$ cat config.mk
export PLATFORM = sky130hd
export DESIGN_NAME = fetch_align
export DESIGN_NICKNAME = d
export VERILOG_FILES = /design/src/rtl/fetch_align.sv
export SDC_FILE = /design/constraint.sdc
export NUM_CORES = 1
export LEC_CHECK = 0
export ABC_AREA = 1
export CORE_MARGIN = 4
export CORE_UTILIZATION = 54
export CTS_CLUSTER_DIAMETER = 80
export CTS_CLUSTER_SIZE = 30
export DETAILED_ROUTE_END_ITERATION = 12
export GPL_TIMING_DRIVEN = 0
export HOLD_SLACK_MARGIN = 0.08
export MAX_ROUTING_LAYER = met4
export PLACE_DENSITY = 0.85
export SLEW_MARGIN = 5
export SYNTH_ARGS = -nofsm -noshare
export SYNTH_HDL_FRONTEND = slang
export SYNTH_SLANG_ARGS = --single-unit
$ cat constraint.sdc
create_clock -name clk -period 6.38 [get_ports clk]
set_input_delay 1.276 -clock clk [delete_from_list [all_inputs] [get_ports clk]]
set_output_delay 1.276 -clock clk [all_outputs]
set_load 0.03 [all_outputs]
$ cat src/rtl/fetch_align.sv
// fetch_align
//   Instruction fetch alignment buffer between instruction memory and decode.
//   Accepts word-aligned 32-bit fetch data, splits it into RV32IC instructions
//   (16-bit compressed or 32-bit, including 32-bit ones straddling two words)
//   and hands out one instruction per handshake together with its PC.
//
// Ports
//   clk            rising-edge clock
//   reset_n        synchronous active-low reset
//   flush          redirect request, overrides all other activity in its cycle
//   flush_pc       redirect target (bit 0 ignored)
//   fetch_addr     word address of the next word to accept ([1:0] always 0)
//   in_valid       in_data holds the word at fetch_addr
//   in_ready       buffer can accept a word (depends on registered state only)
//   in_data        fetched word, little-endian halfwords
//   out_valid      out_instr / out_pc valid
//   out_ready      downstream accepts
//   out_instr      instruction; compressed ones zero-extended from [15:0]
//   out_compressed 1 = 16-bit instruction (decompressor enable)
//   out_pc         address of out_instr
module fetch_align #(
    parameter int                    ADDR_WIDTH = 32,
    parameter logic [ADDR_WIDTH-1:0] RESET_PC   = '0
) (
    input  logic                  clk,
    input  logic                  reset_n,
    input  logic                  flush,
    input  logic [ADDR_WIDTH-1:0] flush_pc,
    output logic [ADDR_WIDTH-1:0] fetch_addr,
    input  logic                  in_valid,
    output logic                  in_ready,
    input  logic [31:0]           in_data,
    output logic                  out_valid,
    input  logic                  out_ready,
    output logic [31:0]           out_instr,
    output logic                  out_compressed,
    output logic [ADDR_WIDTH-1:0] out_pc
);

    localparam logic [ADDR_WIDTH-1:0] WORD_MASK = ~ADDR_WIDTH'(3);
    localparam logic [ADDR_WIDTH-1:0] HALF_MASK = ~ADDR_WIDTH'(1);

    // Drop n halfwords from the bottom of the buffer.
    function automatic logic [47:0] shift_hw(input logic [47:0] b, input logic [1:0] n);
        case (n)
            2'd1:    return {16'h0000, b[47:16]};
            2'd2:    return {32'h0000_0000, b[47:32]};
            default: return b;
        endcase
    endfunction

    // Append a fetched word (or only its upper halfword) at halfword slot pos.
    // pos is at most 1 because a push is only accepted with cnt <= 1.
    function automatic logic [47:0] insert_word(input logic [47:0] b,
                                                input logic [1:0]  pos,
                                                input logic        half,
                                                input logic [31:0] w);
        logic [47:0] r;
        r = b;
        if (half) begin
            if (pos == 2'd0) r[15:0]  = w[31:16];
            else             r[31:16] = w[31:16];
        end else begin
            if (pos == 2'd0) r[31:0]  = w;
            else             r[47:16] = w;
        end
        return r;
    endfunction

    logic [47:0]           hb;
    logic [1:0]            cnt;
    logic                  skip;
    logic [ADDR_WIDTH-1:0] pc;

    logic [15:0] hw0;
    logic [15:0] hw1;
    logic        is_c;
    logic        avail;
    logic        push;
    logic [1:0]  pop_n;
    logic [1:0]  push_n;
    logic [1:0]  base;
    logic [47:0] hb_shift;
    logic [47:0] hb_next;

    always_comb begin
        hw0      = hb[15:0];
        hw1      = hb[31:16];
        is_c     = (hw0[1:0] != 2'b11);
        avail    = is_c ? (cnt != 2'd0) : (cnt >= 2'd2);

        out_valid      = avail & ~flush;
        out_compressed = out_valid & is_c;
        // Gate with out_valid so the outputs read zero when nothing is presented.
        if (!out_valid)  out_instr = 32'h0000_0000;
        else if (is_c)   out_instr = {16'h0000, hw0};
        else             out_instr = {hw1, hw0};
        out_pc   = pc;

        in_ready = (cnt <= 2'd1);
        push     = in_valid & in_ready;
        pop_n    = (out_valid & out_ready) ? (is_c ? 2'd1 : 2'd2) : 2'd0;
        push_n   = push ? (skip ? 2'd1 : 2'd2) : 2'd0;
        // Slot where new halfwords land once the popped ones are gone.
        base     = cnt - pop_n;

        hb_shift = shift_hw(hb, pop_n);
        hb_next  = push ? insert_word(hb_shift, base, skip, in_data) : hb_shift;
    end

    // Control state: the only registers that see reset.
    always_ff @(posedge clk) begin
        if (!reset_n) begin
            cnt        <= 2'd0;
            skip       <= RESET_PC[1];
            fetch_addr <= RESET_PC & WORD_MASK;
            pc         <= RESET_PC;
        end else if (flush) begin
            cnt        <= 2'd0;
            fetch_addr <= flush_pc & WORD_MASK;
            pc         <= flush_pc & HALF_MASK;
            // A redirect into the upper halfword drops the lower half of the next word.
            skip       <= flush_pc[1];
        end else begin
            cnt <= base + push_n;
            pc  <= pc + ADDR_WIDTH'({pop_n, 1'b0});
            if (push) begin
                fetch_addr <= fetch_addr + ADDR_WIDTH'(4);
                skip       <= 1'b0;
            end
        end
    end

    // Halfword data: validity is tracked entirely by cnt, so no reset needed.
    always_ff @(posedge clk) begin
        hb <= hb_next;
    end

endmodule

[Word-level counts from Yosys, hierarchy flattened]
Cells that the tools add are included.
Word-level totals
  flip-flop bits (word level): 115
  output and inout port bits: 99
  word-level logic and storage cells: 47
Operators by class
  add/sub/neg operators: 4
  magnitude comparators: 2
  equal/unequal tests: 3
  muxes and demuxes: 21
  bitwise operators: 6
  reductions and logical operators: 4
Operators by type and width (count)
  32-bit 2-to-1 mux: 6
  16-bit 2-to-1 mux: 6
  48-bit case mux with 2 select lines: 1
  48-bit 2-to-1 mux: 1
  32-bit by 3-bit adder with 32-bit output: 1
  32-bit by 3-bit adder with 32-bit output (second input constant): 1
  2-bit 2-to-1 mux: 4
  1-bit AND: 4
  2-bit nonzero test: 2
  1-bit 2-to-1 mux: 3
  2-bit adder: 1
  2-bit by 1-bit == test with 1-bit output (second input constant): 1
  2-bit == test (second input constant): 1
  2-bit >= comparator (second input constant): 1
  2-bit by 1-bit <= comparator with 1-bit output (second input constant): 1
  2-bit zero test: 1
  2-bit inequality test (second input constant): 1
  1-bit NOT: 2
  2-bit OR reduction: 1
  2-bit subtractor: 1

[Depth between registers and ports, before layout]
  depth in word-level cells: 10
  gate-level depth with buffers: 18
  depth with buffers taken out: 17

[Worst setup path before layout]
OpenSTA, ideal clock, no wires.
  path type: input-to-output
  start point: in flush
  end point: out out_instr[23]
  arrival time: 2.558 ns
  required time: 5.104 ns
  setup slack: 2.546 ns
  stages on the path: 6
  cells stage by stage: buf_6 a21oi_1 buf_2 buf_1 nand3_1 inv_1
Between the ends
  cells in the longest elaborated chain, start to end: 3
RTL lines
  from (decl): line 27  | input logic flush,
  1-bit NOT: line 92  | out_valid = avail & ~flush;
  1-bit AND: line 92
  net out_valid: line 33  | output logic out_valid,
  32-bit 2-to-1 mux: line 95  | if (!out_valid) out_instr = 32'h0000_0000;
  to (decl): line 35  | output logic [31:0] out_instr,
The timed path passes the listed nets, and every way through them passes these cells.

[Worst setup path in the final report]
  start point: in flush
  end point: out out_instr[13]
Between the ends
  cells in the longest elaborated chain, start to end: 3
RTL lines (line)
  1-bit NOT: 92
  1-bit AND: 92
  32-bit 2-to-1 mux: 95
No other way between the ends.

==> out/qor.txt <==
status: finished clean
ys async rst share: 0%
initial antenna violation count: 0
max cap viols: 0
first-pass GRT wire length: 39230 um
Final WS setup: 1905 ps
sequential fraction of design power: 44.1%
CTS tree: done
First-pass DRT Iterations: 6
total wire length: 25060 um
critical path endpoint category: output pin
Worst-path clk slew: 70 ps
largest net degree at the start of global routing: 20
Logic pwr share: 25.1%
vias per inst: 5.523
crit path from: flush
WP data required: 5100 ps
Setup crit end: out_instr[13]
Synth Warn #: 0
postcts setup bufs: 0
Initial Util: 55.07%
Area Growth Syn to Fin: 31.38%
clock network power share: 30.8%
vias: 8252
DR iter-0 viols: 1054
total track usage: 34.82%
Worst Skew: 11.39 ps
post-synth top area share: 32.39%
final hold violations: 0
crit-path max FO: 10
Yosys cell types: 39
R2R Setup Slk: 2810 ps
ys flop type: dfxtp_1
number of global-route vias before repair: 7778
Die ar.: 14690 um^2
dominant cells by area after synthesis: dfxtp_1, nand2_1, nand3_1, nor2_1, inv_1
PostCTS Resize Cnt: 0
post-synthesis average cell area: 6.061 um^2
post-synthesis instance total: 1142
CTS H-Tree Depth: 3
beginning of the worst register-to-register path: hb[1]$_DFF_P_
Final period util: 70.14%
sequential element share of the synthesized area: 32.39%
internal cell power: 1376 uW
R2R depth: 15
Final ANT Viol Nets: 0
Core Region: 12570 um^2
total negative slack: 0 ps
placed instance area: 8766 um^2
WS Path Type: primary input to output pin
Slew @ Worst Pin: 759.3 ps
headroom to the max-slew limit: 49.38%
clock sinks: 112
CP Data Arrival Time: 3200 ps
dpl ws: 1804 ps
endpoints failing setup: 0
fin. max-slew vios: 0
die width: 121.2 um
drt drc: 0
Row Count: 41
Placer Congestion: 1.019
Net Sw Frac: 33.84%
GR Overflow Total: 0
cts hold-fix bufs: 0
FF+latch count, synth: 112
Clock Latency Late Sink: 370 ps
HP Class: flop to flop
Design Area, Final: 9094 um^2
Worst R2R End: cnt[1]$_SDFF_PP0_
ratio of cells with drive above 1 in the final layout: 4.690%
RSZ-0062 raised after global routing: false
Pleak: 0.003997 uW
Post-synth EDFFs: 0
pwr dens: 228.7 nW/um^2
VDD IR-drop max: 0.1239 mV
Setup crit start kind: primary input
filler cell count: 1121
Period minus WS final: 4475 ps
FMAX: 223.5 MHz
nets: 1392
Sw Pwr: 703.8 uW
Clock Path Buffers: 2
WL/cell: 16.78 um
top cell type by total area after synthesis: dfxtp_1
IO Count: 168
Antenna Cells: 0
die height: 121.2 um
Post-Syn Area: 6922 um^2
cts bufs inserted: 9
Buffers on Ports: 162
clk root buf: clkbuf_16
detailed placement HPWL: 19180 um
## sequential cells by signal (all words and copies together), names as in the netlist
signal / flops
hb: 48
out_pc: 31
fetch_addr: 30
cnt: 2
skip: 1
## power by group through the flow
stage          sequential (uW)  combinational, uW  clock (uW)
2_1_floorplan              946                288           0
3_3_place_gp               925                505           0
3_5_place_dp               928                512           0
4_1_cts                    912                516         636
5_1_grt                    931                574         665
6_report                   917                522         641
## per-stage QoR
stage | hold WS (ps) | util, % | cells | power (uW)
global placement | 478.0 | 69.75 | 1478 | 1430
finish | 489.4 | 72.35 | 1494 | 2080
global route | 508.1 | 72.35 | 1494 | 2170
CTS | 488.6 | 72.35 | 1494 | 2065
floorplan | 463.1 | - | 1144 | 1234
detailed placement | 478.5 | 69.75 | 1478 | 1440
## cell usage after synthesis, drive strengths merged (2+ instances only)
library cell,instances
a21oi,22
a31oi,8
buf,25
clkbuf,24
clkinv,2
dfxtp,112
ha,5
inv,117
nand2,414
nand3,123
nand3b,3
nand4,25
nor2,130
nor3,13
nor3b,3
o21ai,64
o21bai,6
o22ai,13
o32ai,3
xnor2,10
xor2,16
## layer usage
layer	global-route usage, %	vias to the layer above	wire length [um]
met5	-	-	0
met4	19.05	0	1326
met3	4.709	106	2383
met2	57.17	499	11750
met1	41.46	3662	9602
li1	-	3985	-
## final cells by class
class	count	area (um^2)	share of cell area, %
Multi-Input combinational cell	864	3979	43.75
Inverter	119	454.2	4.995
Clock buffer	9	225.2	2.477
Clock inverter	7	102.6	1.128
Buffer	49	254.0	2.793
Sequential cell	112	2242	24.66
Tap cell	172	215.2	2.367
Timing Repair Buffer	162	1622	17.83
## cell families after synthesis
| group | after synthesis | share of synthesized area, % |
|---|---|---|
| AOI/OAI and AO/OA | 117 | 9.255 |
| and+or+nand+nor | 712 | 43.58 |
| xor gates and xnor gates | 26 | 3.290 |
| other | 1 | 0.05418 |
| DFF | 112 | 32.39 |
| adders and majority gates | 6 | 1.193 |
| buffers and inverters | 168 | 10.23 |
## worst max-delay path: stages
cell             delay (ps)
buf_6                   120
a21oi_1                 150
buf_2                   270
inv_1                   180
clkbuf_1                290
nor2_1                  180
clkdlybuf4s50_1         720
## worst min path at each step
| stage | cells past startpoint | slack (ps) | start | to |
|---|---|---|---|---|
| final | 2 | 490 | hb[42]$_DFF_P_ | hb[42]$_DFF_P_ |
| after detailed placement | 2 | 480 | hb[42]$_DFF_P_ | hb[42]$_DFF_P_ |
| after global routing | 2 | 510 | hb[42]$_DFF_P_ | hb[42]$_DFF_P_ |
| after floorplan | 2 | 460 | hb[41]$_DFF_P_ | hb[41]$_DFF_P_ |
| after global placement | 2 | 480 | hb[42]$_DFF_P_ | hb[42]$_DFF_P_ |
| after CTS | 2 | 490 | hb[42]$_DFF_P_ | hb[42]$_DFF_P_ |
## layout by cell type (no fill, tap or decap), types with 12 or more instances in the layout
cell,count
nand3_1,121
o22ai_1,13
inv_1,108
clkdlybuf4s50_1,162
xor2_1,16
nand4_1,23
o21ai_1,12
dfxtp_1,112
nor2_1,126
nand2_1,408
o21ai_0,52
nor3_1,13
clkbuf_1,24
a21oi_1,22
Note: power is estimated with default switching activity, not from simulation.
